## src/rtl/traffic_pkg.sv

```systemverilog
// Shared definitions for the two-street traffic-light subsystem.
// Sensor defaults and the light-state encoding used by the controller.
package traffic_pkg;

  localparam int DEBOUNCE_DEF = 4;
  localparam int GAP_DEF      = 8;
  localparam int CNT_W        = 8;

  typedef enum logic [1:0] {
    GA_RB = 2'b00,
    YA_RB = 2'b01,
    RA_GB = 2'b10,
    RA_YB = 2'b11
  } light_t;

endpackage

```

## src/rtl/sensor_channel.sv

```systemverilog
// One street's detector path: synchroniser, debounce, gap hold
// and saturating arrival counter.
module sensor_channel
  import traffic_pkg::*;
#(
  parameter int DEBOUNCE = DEBOUNCE_DEF,
  parameter int GAP      = GAP_DEF,
  parameter int CW       = CNT_W
) (
  input  logic          clk,
  input  logic          reset,
  input  logic          raw,
  input  logic          clr_cnt,
  output logic          present,
  output logic [CW-1:0] cnt
);

  localparam int DW = $clog2(DEBOUNCE + 1);
  localparam int GW = (GAP < 1) ? 1 : $clog2(GAP + 1);

  localparam logic [DW-1:0] DLAST = DW'(DEBOUNCE - 1);
  localparam logic [GW-1:0] GLOAD = GW'(GAP);
  localparam logic [CW-1:0] CMAX  = '1;

  logic          s1_q, s2_q;
  logic          db_q, db_d;
  logic [DW-1:0] dcnt_q, dcnt_d;
  logic [GW-1:0] gcnt_q, gcnt_d;
  logic [CW-1:0] cnt_q, cnt_d;
  logic          rise, fall;

  always_comb begin
    db_d   = db_q;
    dcnt_d = dcnt_q;
    if (s2_q == db_q) begin
      dcnt_d = '0;
    end else if (dcnt_q == DLAST) begin
      db_d   = s2_q;
      dcnt_d = '0;
    end else begin
      dcnt_d = dcnt_q + DW'(1);
    end

    rise = db_d & ~db_q;
    fall = db_q & ~db_d;

    // Re-arrival while held cancels the hold; db keeps a high.
    gcnt_d = gcnt_q;
    if (fall) begin
      gcnt_d = GLOAD;
    end else if (db_q) begin
      gcnt_d = '0;
    end else if (gcnt_q != '0) begin
      gcnt_d = gcnt_q - GW'(1);
    end

    cnt_d = cnt_q;
    if (clr_cnt) begin
      cnt_d = rise ? CW'(1) : '0;
    end else if (rise && (cnt_q != CMAX)) begin
      cnt_d = cnt_q + CW'(1);
    end
  end

  always_ff @(posedge clk) begin
    if (!reset) begin
      s1_q   <= 1'b0;
      s2_q   <= 1'b0;
      db_q   <= 1'b0;
      dcnt_q <= '0;
      gcnt_q <= '0;
      cnt_q  <= '0;
    end else begin
      s1_q   <= raw;
      s2_q   <= s1_q;
      db_q   <= db_d;
      dcnt_q <= dcnt_d;
      gcnt_q <= gcnt_d;
      cnt_q  <= cnt_d;
    end
  end

  assign present = db_q | (gcnt_q != '0);
  assign cnt     = cnt_q;

endmodule

```

## src/rtl/traffic_sensor_conditioner.sv

```systemverilog
// Clean car-present signals and arrival counts for streets A and B,
// feeding the traffic-light FSM.
module traffic_sensor_conditioner
  import traffic_pkg::*;
#(
  parameter int DEBOUNCE = DEBOUNCE_DEF,
  parameter int GAP      = GAP_DEF,
  parameter int CW       = CNT_W
) (
  input  logic          clk,
  input  logic          reset,
  input  logic          sa_raw,
  input  logic          sb_raw,
  input  logic          clr_cnt,
  output logic          a,
  output logic          b,
  output logic [CW-1:0] a_cnt,
  output logic [CW-1:0] b_cnt
);

  sensor_channel #(
    .DEBOUNCE(DEBOUNCE),
    .GAP     (GAP),
    .CW      (CW)
  ) u_a (
    .clk    (clk),
    .reset  (reset),
    .raw    (sa_raw),
    .clr_cnt(clr_cnt),
    .present(a),
    .cnt    (a_cnt)
  );

  sensor_channel #(
    .DEBOUNCE(DEBOUNCE),
    .GAP     (GAP),
    .CW      (CW)
  ) u_b (
    .clk    (clk),
    .reset  (reset),
    .raw    (sb_raw),
    .clr_cnt(clr_cnt),
    .present(b),
    .cnt    (b_cnt)
  );

endmodule
```

## config.mk

```make
export PLATFORM = sky130hd
export DESIGN_NAME = traffic_sensor_conditioner
export DESIGN_NICKNAME = d
export VERILOG_FILES = /design/src/rtl/traffic_pkg.sv /design/src/rtl/sensor_channel.sv /design/src/rtl/traffic_sensor_conditioner.sv
export SDC_FILE = /design/constraint.sdc
export NUM_CORES = 1
export LEC_CHECK = 0
export ABC_AREA = 1
export CAP_MARGIN = 20
export CELL_PAD_IN_SITES_DETAIL_PLACEMENT = 1
export CELL_PAD_IN_SITES_GLOBAL_PLACEMENT = 1
export CORE_MARGIN = 4
export CORE_UTILIZATION = 36
export CTS_CLUSTER_SIZE = 14
export DETAILED_ROUTE_END_ITERATION = 6
export PLACE_DENSITY_LB_ADDON = 0.1
export SETUP_SLACK_MARGIN = 0.02
export SYNTH_ARGS = -nofsm -noshare
export SYNTH_HDL_FRONTEND = slang
export SYNTH_SLANG_ARGS = --single-unit
```

## constraint.sdc

```tcl
create_clock -name clk -period 1.4 [get_ports clk]
set_clock_uncertainty 0.1 [all_clocks]
set_input_delay 0.42 -clock clk [delete_from_list [all_inputs] [get_ports clk]]
set_output_delay 0.42 -clock clk [all_outputs]
set_load 0.1 [all_outputs]
```

* Word level (Yosys, flattened, before mapping) *
Cells that the tools add are included.

cells by class
  add/sub/neg operators = 6
  reduce and logical (&&, ||, !) cells = 12
  multipliers = 0
  mux-type cells = 16
  div/mod/pow operators = 0
  equality and inequality tests = 6
  magnitude comparators = 0
  shift operators = 0
  bitwise logic cells = 11

operators by type and width
  kind                                                                 count
  8-bit 2-to-1 mux                                                     4
  4-bit 2-to-1 mux                                                     6
  8-bit by 1-bit adder with 8-bit output (second input constant)       2
  8-bit inequality test (second input constant)                        2
  3-bit OR reduction                                                   4
  4-bit nonzero test                                                   2
  4-bit by 1-bit subtractor with 4-bit output (second input constant)  2
  3-bit by 1-bit adder with 3-bit output (second input constant)       2
  3-bit by 2-bit == test with 1-bit output (second input constant)     2
  1-bit 2-to-1 mux                                                     6
  3-bit nonzero test                                                   2
  1-bit NOT                                                            5
  1-bit AND                                                            4
  2-bit nonzero test                                                   2
  1-bit == test                                                        2
  1-bit logical AND                                                    2
  1-bit bitwise OR                                                     2

storage, ports and cells
  memory bits (read-only) = 0
  memories = 0
  memory bits (writable) = 0
  bits in latches = 0
  register bits after elaboration = 36
  logic and storage cells = 65

* Longest topological paths before layout *
Gate-level depths: netlist (run 1).

  depth after elaboration = 7
  gate-level depth with buffers = 10
  depth with buffers taken out = 10

* Cells and area by module *
From an unflattened synthesis (run 1), not the netlist that was laid out.

second synthesis, totals
  cells, all modules = 250
  area total of the unflattened synthesis = 1849.3 um^2

modules (own cells, without submodules)
  module          cells each  area each (um^2)  instances
  sensor_channel  125         924.6             2

* Worst setup path before layout (run 1) *
OpenSTA, ideal clock, no wires.

  kind = reg-to-reg
  from = register u_b.cnt_q[0], in the netlist u_b.cnt[0]
  to = register u_b.cnt_q[6], in the netlist u_b.cnt[6]
  buffers on the path = 0
  setup slack = -0.810 ns
  cell stages (with the launch flop) = 9
  arrival time = 1.990 ns
  setup time = 0.119 ns
  cells stage by stage = dfxtp_1 > ha_1 > nand2_1 > nor2_2 > nand2_1 > nor2_1 > nand2_1 > o21ai_0 > nor2_1

between the ends
  cells in the longest elaborated chain, start to end = 3
  elaborated cells on any way between the ends = 6

RTL lines
  what                                                                                    line                                        source
  from (decl)                                                                             sensor_channel.sv:29                        logic [CW-1:0] cnt_q, cnt_d;
  from (signal assigned)                                                                  sensor_channel.sv:79                        cnt_q <= cnt_d;
  8-bit by 1-bit adder with 8-bit output / 8-bit inequality test (equally long branches)  sensor_channel.sv:61, sensor_channel.sv:60
  8-bit 2-to-1 mux / 1-bit logical AND (equally long branches)                            sensor_channel.sv:60                        end else if (rise && (cnt_q != CMAX)) begin
  8-bit 2-to-1 mux / 2-bit nonzero test (equally long branches)                           --

Parallel ways exist; a longest one is shown, timed or not. The select of a mux whose other input is x is not followed.
A chain may end at the register's enable or synchronous reset.

* Worst setup path in the final report (run 1) *
  from = register u_b.gcnt_q[1]
  to = output port b

between the ends
  cells in the longest elaborated chain, start to end = 2

RTL lines
  what                    line                              source
  from (decl)             sensor_channel.sv:28              logic [GW-1:0] gcnt_q, gcnt_d;
  from (signal assigned)  sensor_channel.sv:78              gcnt_q <= gcnt_d;
  4-bit nonzero test      sensor_channel.sv:83              assign present = db_q | (gcnt_q != '0);
  1-bit bitwise OR        sensor_channel.sv:83
  to (decl)               traffic_sensor_conditioner.sv:16  output logic b,

Every way passes these cells.

==> impl_metrics.env, run 1 <==
export IMPL_status="complete, but fails checks"
export IMPL_violations="negative setup slack"
export IMPL_cts_tree="done"
export IMPL_leakage_nw=1.371
export IMPL_synthTopCellsByArea="dfxtp_1 (41%), nand2_1 (11%), ha_1 (7.0%)"
export IMPL_synth_cell_types=27
export IMPL_synth_compound_area_share_pct=10.41
export IMPL_cts_clk_slew_worst_paths_ns=0.08
export IMPL_firstDrtPassIters=4
export IMPL_max_slew_margin_rel_pct=78.64
export IMPL_grt_setup_unrepaired="true"
export IMPL_grt_use_total_pct=22.81
export IMPL_synthCells=235
export IMPL_portBuffers=22
export IMPL_grt_remaining_overflow=0
export IMPL_ff2ff_setup_slack_ns=-0.37
export IMPL_clk_root_buffer_cell="clkbuf_8"
export IMPL_synthToLayoutAreaGrowth_pct=92.55
export IMPL_synth_xor_area_share_pct=1.969
export IMPL_yosys_area_top_type="dfxtp_1"
export IMPL_final_setup_tns_ns=-4.635
export IMPL_synth_simple_area_share_pct=32.21
export IMPL_chipHeight_um=78.30
export IMPL_power_total_mw=4.675
export IMPL_final_area_mm2=0.003426
export IMPL_synth_adder_area_share_pct=7.032
export IMPL_grt_pass1_vias=2100
export IMPL_setup_ws_ns=-0.3738
export IMPL_core_area_mm2=0.004755
export IMPL_synth_top_family_by_area="simple AND/OR/NAND/NOR gates"
export IMPL_ys_seq_area_share_pct=40.51
export IMPL_dpl_worst_slack_ns=-0.2461
export IMPL_seqPwrFrac_pct=26.5
export IMPL_drive_gt1_share_pct=65.03
export IMPL_switching_share_pct=41.47
export IMPL_wire_per_inst_um=22.35
export IMPL_ios=23
export IMPL_clkPwrFrac_pct=18.8
export IMPL_die_w_um=78.30
export IMPL_p_comb_share_pct=54.8
export IMPL_synth_nets=250
export IMPL_vias=2048
export IMPL_clk_latency_ns=0.30
export IMPL_slew_violations=0
export IMPL_wl_um=8783
export IMPL_finalCriticalPeriod_ns=1.774
export IMPL_critPathMaxFanout=2
export IMPL_muxShareOfSynthArea_pct=0
export IMPL_rows=25
export IMPL_cp_required_ns=0.88
export IMPL_cp_start_kind="register"
export IMPL_antenna_found_initial=0
export IMPL_setup_violations=30
export IMPL_post_dp_hpwl_um=3445
export IMPL_antenna_cells=0
export IMPL_cts_htree_levels=2
export IMPL_fillers=507
export IMPL_power_switching_mw=1.939
export IMPL_initial_core_util_pct=37.42
export IMPL_dieArea_mm2=0.006131
export IMPL_maxCapViolations=0
export IMPL_cts_buffer_depth=2
export IMPL_vdd_drop_max_mv=1.789
export IMPL_gp_congestion=0.7431
export IMPL_grt_pass1_wl_um=10710
export IMPL_fin_crit_sh_pct=126.7
export IMPL_timing_fmax_mhz=563.8
export IMPL_routed_via_density=5.211
export IMPL_drcViolationCount=0
export IMPL_ant_nets=0
export IMPL_worst_slew_pin_slew_ns=0.3190
export IMPL_p_int_mw=2.736
export IMPL_power_density_mw_per_mm2=1365
export IMPL_synth_top_area_share_pct=40.51
export IMPL_synth_seq_cells=36
export IMPL_syn_area_mm2=0.001779
export IMPL_syn_area_per_cell_um2=7.571
export IMPL_placedInstanceArea_mm2=0.002699
export IMPL_grt_max_degree=13
export IMPL_fin_nets=340
export IMPL_end_kind="output port"
export IMPL_numCtsBuffers=5
export IMPL_report_final_hold_viol_count=0
export IMPL_hold_class="register to register"
export IMPL_cts_sinks=36
export IMPL_cp_arrival_ns=1.25
export IMPL_crit_type="register to output port"
export IMPL_drt_iter0_drc=107
export IMPL_ys_warn_count=0
==> sequential cells by signal, summed over array words and instances (netlist names) <==
signal	flops
u_b.s2_q	1
u_a.dcnt_q	3
u_b.cnt	8
u_b.s1_q	1
u_a.s1_q	1
u_b.db_q	1
u_a.gcnt_q	4
u_b.dcnt_q	3
u_a.s2_q	1
u_b.gcnt_q	4
u_a.cnt	8
u_a.db_q	1
==> critical path, stage by stage, from the launching register on <==
cell and delay (ns):
dfxtp_2 0.33, inv_2 0.08, ha_4 0.14, nand3_4 0.08
inv_4 0.10, nand2_8 0.05, buf_12 0.17
==> layout by cell type (no fill, tap or decap), types with 2 or more instances in the layout <==
cell type | Yosys | final
buf_4 | 0 | 46
nand2_1 | 50 | 34
inv_1 | 33 | 26
nor2_1 | 26 | 20
buf_12 | 0 | 19
buf_6 | 0 | 15
dfxtp_4 | 0 | 15
a21oi_2 | 1 | 14
nand2_2 | 6 | 12
dfxtp_2 | 0 | 12
dfxtp_1 | 36 | 9
inv_2 | 3 | 8
nand2_4 | 3 | 8
nor2_4 | 4 | 8
ha_4 | 0 | 8
nor2_2 | 5 | 7
nand3_1 | 15 | 7
nand3_2 | 0 | 6
nand2_8 | 0 | 5
clkbuf_8 | 0 | 5
nor3_2 | 1 | 4
clkdlybuf4s50_1 | 0 | 4
inv_4 | 0 | 3
o21ai_2 | 0 | 3
o21ai_1 | 0 | 3
nand3_4 | 0 | 2
a21oi_1 | 16 | 2
a21oi_4 | 1 | 2
o211ai_1 | 2 | 2
nand4_1 | 2 | 2
ha_2 | 0 | 2
==> Yosys cell counts <==
master / n
nand4_1: 2
a21oi_2: 1
a21o_1: 1
o211ai_1: 2
a21oi_4: 1
nor2_4: 4
inv_1: 33
inv_2: 3
nor2_1: 26
nand2_2: 6
nand2_1: 50
dfxtp_1: 36
nand2_4: 3
a211oi_1: 2
xor2_1: 2
nor2_8: 1
nor3b_1: 1
buf_2: 1
o21ai_0: 7
nor3_2: 1
nand3_1: 15
ha_1: 10
o21a_1: 1
nor2_2: 5
nor3_1: 3
a21oi_1: 16
xnor2_1: 2
==> kinds of logic after synthesis <==
| logic type | Yosys count |
|---|---|
| buf+inv | 37 |
| fa+ha+maj | 10 |
| compound gates | 31 |
| simple gates | 117 |
| flops | 36 |
| xor+xnor | 4 |
==> per-layer routing <==
layer	routed length (µm)	vias to the layer above	global-route usage, %	part of all wire, %
li1	-	924	-	-
met1	3270	1034	23.44	37
met2	4844	59	44.69	55
met3	272	31	4.014	3.1
met4	396	0	9.615	4.5
met5	0	-	0	0
==> repair_timing <==
| action | CTS | global route |
|---|---|---|
| gates resized for setup | 45 | 53 |
| hold endpoints to repair | 0 | 0 |
| endpoints found under the setup margin | 32 | 47 |
| pin swaps | 25 | 23 |
| buffers inserted | 22 | 18 |
| hold buffers | 0 | 0 |
==> cell type report <==
| cell class | instances | area, µm² | share of cell area, % |
|---|---|---|---|
| Multi-Input combinational cell | 162 | 1370 | 39.99 |
| Tap cell | 67 | 83.83 | 2.447 |
| Timing Repair Buffer | 84 | 934.6 | 27.28 |
| Clock buffer | 6 | 93.84 | 2.739 |
| Clock inverter | 2 | 11.26 | 0.3287 |
| Sequential cell | 36 | 792.0 | 23.12 |
| Inverter | 36 | 140.1 | 4.091 |
==> final timing paths <==
path                               from                       end  depth (start not counted)
max          u_b.gcnt_q[1]$_SDFFE_PP0P_                         b                          6
min            u_a.dcnt_q[0]$_SDFF_PP0_  u_a.dcnt_q[0]$_SDFF_PP0_                          1
max reg2reg    u_a.dcnt_q[0]$_SDFF_PP0_   u_a.cnt[7]$_SDFFE_PN0P_                          8
min reg2reg    u_a.dcnt_q[0]$_SDFF_PP0_  u_a.dcnt_q[0]$_SDFF_PP0_                          1
==> through the flow <==
stage,hold slack [ns],instances,util (%)
floorplan,0.2905,235,-
CTS,0.3242,381,66.03
global route,0.3688,393,72.05
finish,0.3511,393,72.05
global placement,0.2951,352,56.76
detailed placement,0.3128,352,56.76
==> power groups by stage <==
stage	Combinational (mW)	Clock [mW]	Sequential, mW
2_1_floorplan	1.16	0	1.22
3_5_place_dp	1.83	0	1.21
3_3_place_gp	1.80	0	1.21
5_1_grt	2.72	0.924	1.25
6_report	2.56	0.877	1.24
4_1_cts	2.12	0.875	1.20
(Power assumes the default switching activity.)
==> inputs of run 2 (changes only) <==
==> constraint.sdc (replaced) <==
create_clock -name clk -period 1.4 [get_ports clk]
set_clock_uncertainty 0.1 [all_clocks]
set_input_delay 0.28 -clock clk [delete_from_list [all_inputs] [get_ports clk]]
set_output_delay 0.28 -clock clk [all_outputs]
set_load 0.1 [all_outputs]
==> run 2 against run 1 <==
Net effect:
- the flow still finishes with violations (negative setup slack)
- die area is the same
- combinational power shrank 22%
- setup slack gained 0.19 ns
- flip-flop and latch count unchanged
- via count fell by 16%
- global-route usage shrank 6.3 points
- clock power down 20%
- sequential power hardly changed
- critical path depth stayed put
- sequential share of layout area is 3.0 points higher
- total power is 16% lower
- largest power group unchanged
- highest routed layer unchanged
==> impl_metrics.env, run 2 (synthesis results as in run 1) <==
export IMPL_clk_latency_ns=0.29
export IMPL_drt_iter0_drc=59
export IMPL_grt_max_degree=11
export IMPL_setup_violations=20
export IMPL_crit_type="register to output port"
export IMPL_worst_slew_pin_slew_ns=0.2948
export IMPL_cp_start_kind="register"
export IMPL_post_dp_hpwl_um=3307
export IMPL_ff2ff_setup_slack_ns=-0.18
export IMPL_wire_per_inst_um=13.86
export IMPL_violations="negative setup slack"
export IMPL_max_stage_delay_ns=0.32
export IMPL_status="complete, but fails checks"
export IMPL_dpl_worst_slack_ns=-0.1292
export IMPL_synthToLayoutAreaGrowth_pct=70.11
export IMPL_finalCriticalPeriod_ns=1.582
export IMPL_crit_chain="inv_2, ha_4, nand3_4, inv_4, nand2_8, buf_12"
export IMPL_ant_nets=0
export IMPL_cp_depth=6
export IMPL_cp_startpoint="u_b.gcnt_q[1]$_SDFFE_PP0P_"
export IMPL_routed_via_density=4.718
export IMPL_cts_clk_slew_worst_paths_ns=0.07
export IMPL_worstSetupEndpoint="b"
export IMPL_power_density_mw_per_mm2=1291
export IMPL_antenna_found_initial=0
export IMPL_finalNonFillerCells=365
export IMPL_drcViolationCount=0
export IMPL_grt_pass1_vias=1759
export IMPL_cts_hold_buf=0
export IMPL_drive_gt1_share_pct=54.03
export IMPL_cp_required_ns=1.02
export IMPL_grt_use_total_pct=16.52
export IMPL_cts_tree="done"
export IMPL_chipHeight_um=78.30
export IMPL_vias=1722
export IMPL_whs_ns=0.3236
export IMPL_crit_buf_inv=3
export IMPL_slew_violations=0
export IMPL_fin_crit_sh_pct=113.0
export IMPL_cts_htree_levels=2
export IMPL_grt_setup_unrepaired="true"
export IMPL_vdd_drop_max_mv=1.363
export IMPL_initial_core_util_pct=37.42
export IMPL_clk_root_buffer_cell="clkbuf_8"
export IMPL_place_inst=346
export IMPL_die_w_um=78.30
export IMPL_final_area_mm2=0.003027
export IMPL_antenna_cells=0
export IMPL_maxCapViolations=0
export IMPL_leakage_nw=1.164
export IMPL_gp_congestion=0.7592
export IMPL_final_common_cell="nand2_1"
export IMPL_cts_sinks=36
export IMPL_portBuffers=22
export IMPL_cp_arrival_ns=1.20
export IMPL_final_setup_tns_ns=-1.673
export IMPL_hold_class="register to register"
export IMPL_core_area_mm2=0.004755
export IMPL_numCtsBuffers=5
export IMPL_cp_top_family="flip-flops"
export IMPL_final_util_pct=63.66
export IMPL_grt_remaining_overflow=0
export IMPL_power_total_mw=3.907
export IMPL_r2r_start="u_b.cnt[1]$_SDFFE_PN0P_"
export IMPL_ios=23
export IMPL_reg2regPathDepth=9
export IMPL_fin_nets=313
export IMPL_max_slew_margin_rel_pct=80.26
export IMPL_report_final_hold_viol_count=0
export IMPL_rows=25
export IMPL_dieArea_mm2=0.006131
export IMPL_critPathMaxFanout=2
export IMPL_mostFrequentLayoutCells="nand2_1 (40), buf_4 (26), inv_1 (25), nor2_1 (22), buf_12 (18)"
export IMPL_wl_um=5058
export IMPL_timing_fmax_mhz=631.9
export IMPL_firstDrtPassIters=4
export IMPL_end_kind="output port"
export IMPL_cts_buffer_depth=2
export IMPL_setup_ws_ns=-0.1825
export IMPL_grt_pass1_wl_um=8086
export IMPL_slowest_stage="dfxtp_2"
export IMPL_placedInstanceArea_mm2=0.002620
export IMPL_r2r_end="u_b.cnt[6]$_SDFFE_PN0P_"
==> run 2: power by group <==
group	switching, mW	leakage, nW	internal, mW	total, mW
registers	0.0855	0.310	1.13	1.22
logic	1.11	0.813	0.882	1.99
clock network	0.365	0.0410	0.338	0.703
==> run 2: final cells by class <==
| class | instances | area, µm² |
|---|---|---|
| Clock buffer | 6 | 72.57 |
| Clock inverter | 1 | 5.005 |
| Fill cell | 547 | 1728 |
| Inverter | 36 | 142.6 |
| Multi-Input combinational cell | 162 | 1236 |
| Sequential cell | 36 | 789.5 |
| Tap cell | 67 | 83.83 |
| Timing Repair Buffer | 57 | 696.9 |
==> run 2: worst min-delay path, cell delays in order, from the launching register on <==
cell and delay (ns):
dfxtp_1 0.31, nand2_1 0.05, inv_1 0.04
==> run 2: repair_timing <==
action	4_1_cts	5_1_grt
pin swaps	20	13
endpoints found under the setup margin	21	26
gates resized for setup	41	30
cloned	0	0
setup buffers	6	6
==> run 2: per-layer routing <==
layer / global-route usage [%] / share of wire (%) / vias up
li1: - / - / 867
met1: 19.89 / 43 / 825
met2: 29.11 / 53 / 25
met3: 4.014 / 2.9 / 5
met4: 4.720 / 1.3 / 0
met5: 0 / 0 / -
==> run 2: how the worst min path moves through the flow <==
stage / from / to / slack (ns) / cells after the start
floorplan: sa_raw / u_a.s1_q$_SDFF_PN0_ / 0.28 / 2
global placement: u_a.s1_q$_SDFF_PN0_ / u_a.s2_q$_SDFF_PN0_ / 0.29 / 2
detailed placement: u_a.s1_q$_SDFF_PN0_ / u_a.s2_q$_SDFF_PN0_ / 0.32 / 2
CTS: u_a.s1_q$_SDFF_PN0_ / u_a.s2_q$_SDFF_PN0_ / 0.34 / 2
global route: u_a.dcnt_q[0]$_SDFF_PP0_ / u_a.dcnt_q[0]$_SDFF_PP0_ / 0.36 / 1
finish: u_a.s1_q$_SDFF_PN0_ / u_a.s2_q$_SDFF_PN0_ / 0.32 / 2
==> inputs of run 3 (changes only) <==
Settings changed: MAX_ROUTING_LAYER from default to met4.
==> run 3 against run 2 <==
Net effect:
- the flow still finishes with violations (negative setup slack)
- maximum frequency decreased by 0.20%
- setup slack got worse by 0.0031 ns
- design area unchanged
- utilization unchanged
- register-to-register slack about the same
- first-iteration DRC count decreased by 15%
- wire length decreased by 0.45%
- critical path depth increased by 4
- total power decreased by 0.13%
- sequential power about the same
- via count decreased by 0.52%
- non-clock buffer count unchanged
- largest power group unchanged
==> impl_metrics.env, run 3 (synthesis results as in run 1) <==
export IMPL_status="complete, but fails checks"
export IMPL_violations="negative setup slack"
export IMPL_firstDrtPassIters=4
export IMPL_worst_slew_pin_slew_ns=0.2928
export IMPL_fin_nets=313
export IMPL_max_slew_margin_rel_pct=80.39
export IMPL_chipHeight_um=78.30
export IMPL_post_dp_hpwl_um=3307
export IMPL_crit_type="register to register"
export IMPL_antenna_cells=0
export IMPL_cp_required_ns=1.52
export IMPL_placedInstanceArea_mm2=0.002620
export IMPL_routed_via_density=4.693
export IMPL_crit_buf_inv=0
export IMPL_grt_setup_unrepaired="true"
export IMPL_cp_arrival_ns=1.70
export IMPL_setup_ws_ns=-0.1856
export IMPL_rows=25
export IMPL_finalCriticalPeriod_ns=1.586
export IMPL_die_w_um=78.30
export IMPL_vias=1713
export IMPL_switching_share_pct=39.74
export IMPL_clkPwrFrac_pct=17.9
export IMPL_crit_chain="ha_4, ha_4, nand2_4, nor2_4, nand2_8, nand2_8, nand2_1, nand2_1, nand2_1, nor2_1"
export IMPL_drive_gt1_share_pct=54.03
export IMPL_grt_remaining_overflow=0
export IMPL_p_comb_share_pct=51.0
export IMPL_drcViolationCount=0
export IMPL_cp_start_kind="register"
export IMPL_hold_class="register to register"
export IMPL_cp_top_family="simple AND/OR/NAND/NOR gates"
export IMPL_maxCapViolations=0
export IMPL_cts_htree_levels=2
export IMPL_gp_congestion=0.7692
export IMPL_cp_depth=10
export IMPL_clk_latency_ns=0.29
export IMPL_fin_crit_sh_pct=113.3
export IMPL_antenna_found_initial=0
export IMPL_vdd_drop_max_mv=1.362
export IMPL_wl_um=5035
export IMPL_cts_sinks=36
export IMPL_critPathMostFrequentCell="nand2_1"
export IMPL_grt_pass1_vias=1758
export IMPL_clk_root_buffer_cell="clkbuf_8"
export IMPL_power_switching_mw=1.551
export IMPL_grt_use_total_pct=16.99
export IMPL_holdPathStages=2
export IMPL_grt_pass1_wl_um=8100
export IMPL_ant_nets=0
export IMPL_portBuffers=22
export IMPL_leakage_nw=1.164
export IMPL_power_total_mw=3.902
export IMPL_max_stage_delay_ns=0.35
export IMPL_initial_core_util_pct=37.42
export IMPL_seqPwrFrac_pct=31.2
export IMPL_synthToLayoutAreaGrowth_pct=70.11
export IMPL_grt_max_degree=11
export IMPL_setup_violations=20
export IMPL_report_final_hold_viol_count=0
export IMPL_p_int_mw=2.351
export IMPL_slew_violations=0
export IMPL_cts_hold_buf=0
export IMPL_power_density_mw_per_mm2=1289
export IMPL_reg2regPathDepth=10
export IMPL_core_area_mm2=0.004755
export IMPL_drt_iter0_drc=50
export IMPL_cts_clk_slew_worst_paths_ns=0.07
export IMPL_slowest_stage="dfxtp_2"
export IMPL_critPathMaxFanout=7
export IMPL_numCtsBuffers=5
export IMPL_timing_fmax_mhz=630.7
export IMPL_dieArea_mm2=0.006131
export IMPL_end_kind="register"
export IMPL_wire_per_inst_um=13.79
export IMPL_ios=23
export IMPL_final_area_mm2=0.003027
export IMPL_cts_buffer_depth=2
export IMPL_mostFrequentLayoutCells="nand2_1 (40), buf_4 (26), inv_1 (25), nor2_1 (22), buf_12 (18)"
export IMPL_cts_tree="done"
export IMPL_final_common_cell="nand2_1"
==> run 3: cell counts in the layout (fill, tap and decap cells not counted) <==
No cell type changed its count.
==> run 3: path summary, 6_finish.rpt <==
kind              slack [ns]                     start                      end
hold reg to reg         0.33       u_a.s1_q$_SDFF_PN0_      u_a.s2_q$_SDFF_PN0_
setup reg to reg       -0.19  u_b.dcnt_q[1]$_SDFF_PP0_  u_b.cnt[4]$_SDFFE_PN0P_
hold / removal          0.33       u_a.s1_q$_SDFF_PN0_      u_a.s2_q$_SDFF_PN0_
setup / recovery       -0.19  u_b.dcnt_q[1]$_SDFF_PP0_  u_b.cnt[4]$_SDFFE_PN0P_
==> run 3: area by class of cell <==
type,count,area [µm²]
sequential,36,789.5
clock inverter,1,5.005
multi-input combinational,162,1236
clock buffer,6,72.57
inverter,36,142.6
timing repair buffer,57,696.9
tap,67,83.83
fill,547,1728
==> run 3: routing by layer <==
layer | vias up | global-route usage, % | share of wire, %
met5 | - | - | 0
met4 | 0 | 4.720 | 1.2
met3 | 5 | 3.899 | 2.6
met2 | 23 | 29.02 | 54
met1 | 818 | 20.10 | 42
li1 | 867 | - | -
==> run 3: repair_timing <==
| item | 4_1_cts | 5_1_grt |
|---|---|---|
| endpoints found under the setup margin | 21 | 26 |
| hold endpoints to repair | 0 | 0 |
| buffers inserted | 6 | 6 |
| pin swaps | 20 | 13 |
| gates resized for setup | 41 | 30 |
==> run 3: power groups by stage <==
| stage | combinational, mW | clock, mW | sequential [mW] |
|---|---|---|---|
| floorplan | 1.03 | 0 | 1.21 |
| global placement | 1.58 | 0 | 1.20 |
| detailed placement | 1.63 | 0 | 1.21 |
| CTS | 1.92 | 0.734 | 1.21 |
| global route | 2.13 | 0.772 | 1.23 |
| finish | 1.99 | 0.698 | 1.22 |
==> run 3: per-stage QoR <==
| stage | cells | hold slack, ns | utilization, % | setup TNS (ns) | setup WS, ns |
|---|---|---|---|---|---|
| 6_report | 365 | 0.3253 | 63.66 | -1.704 | -0.1856 |
| 5_1_grt | 365 | 0.3564 | 63.66 | -3.565 | -0.3054 |
| 4_1_cts | 359 | 0.3354 | 60.50 | -0.9958 | -0.1838 |
| 3_5_place_dp | 346 | 0.3184 | 55.11 | -1.248 | -0.1292 |
| 3_3_place_gp | 346 | 0.2929 | 55.11 | -0.7846 | -0.1153 |
| 2_1_floorplan | 235 | 0.2776 | - | -1.030 | -0.1411 |
==> run 3: worst min-delay path, stage by stage, from the launching register on <==
cell and delay [ns]:
dfxtp_1 0.31, nand2_1 0.05, inv_1 0.04
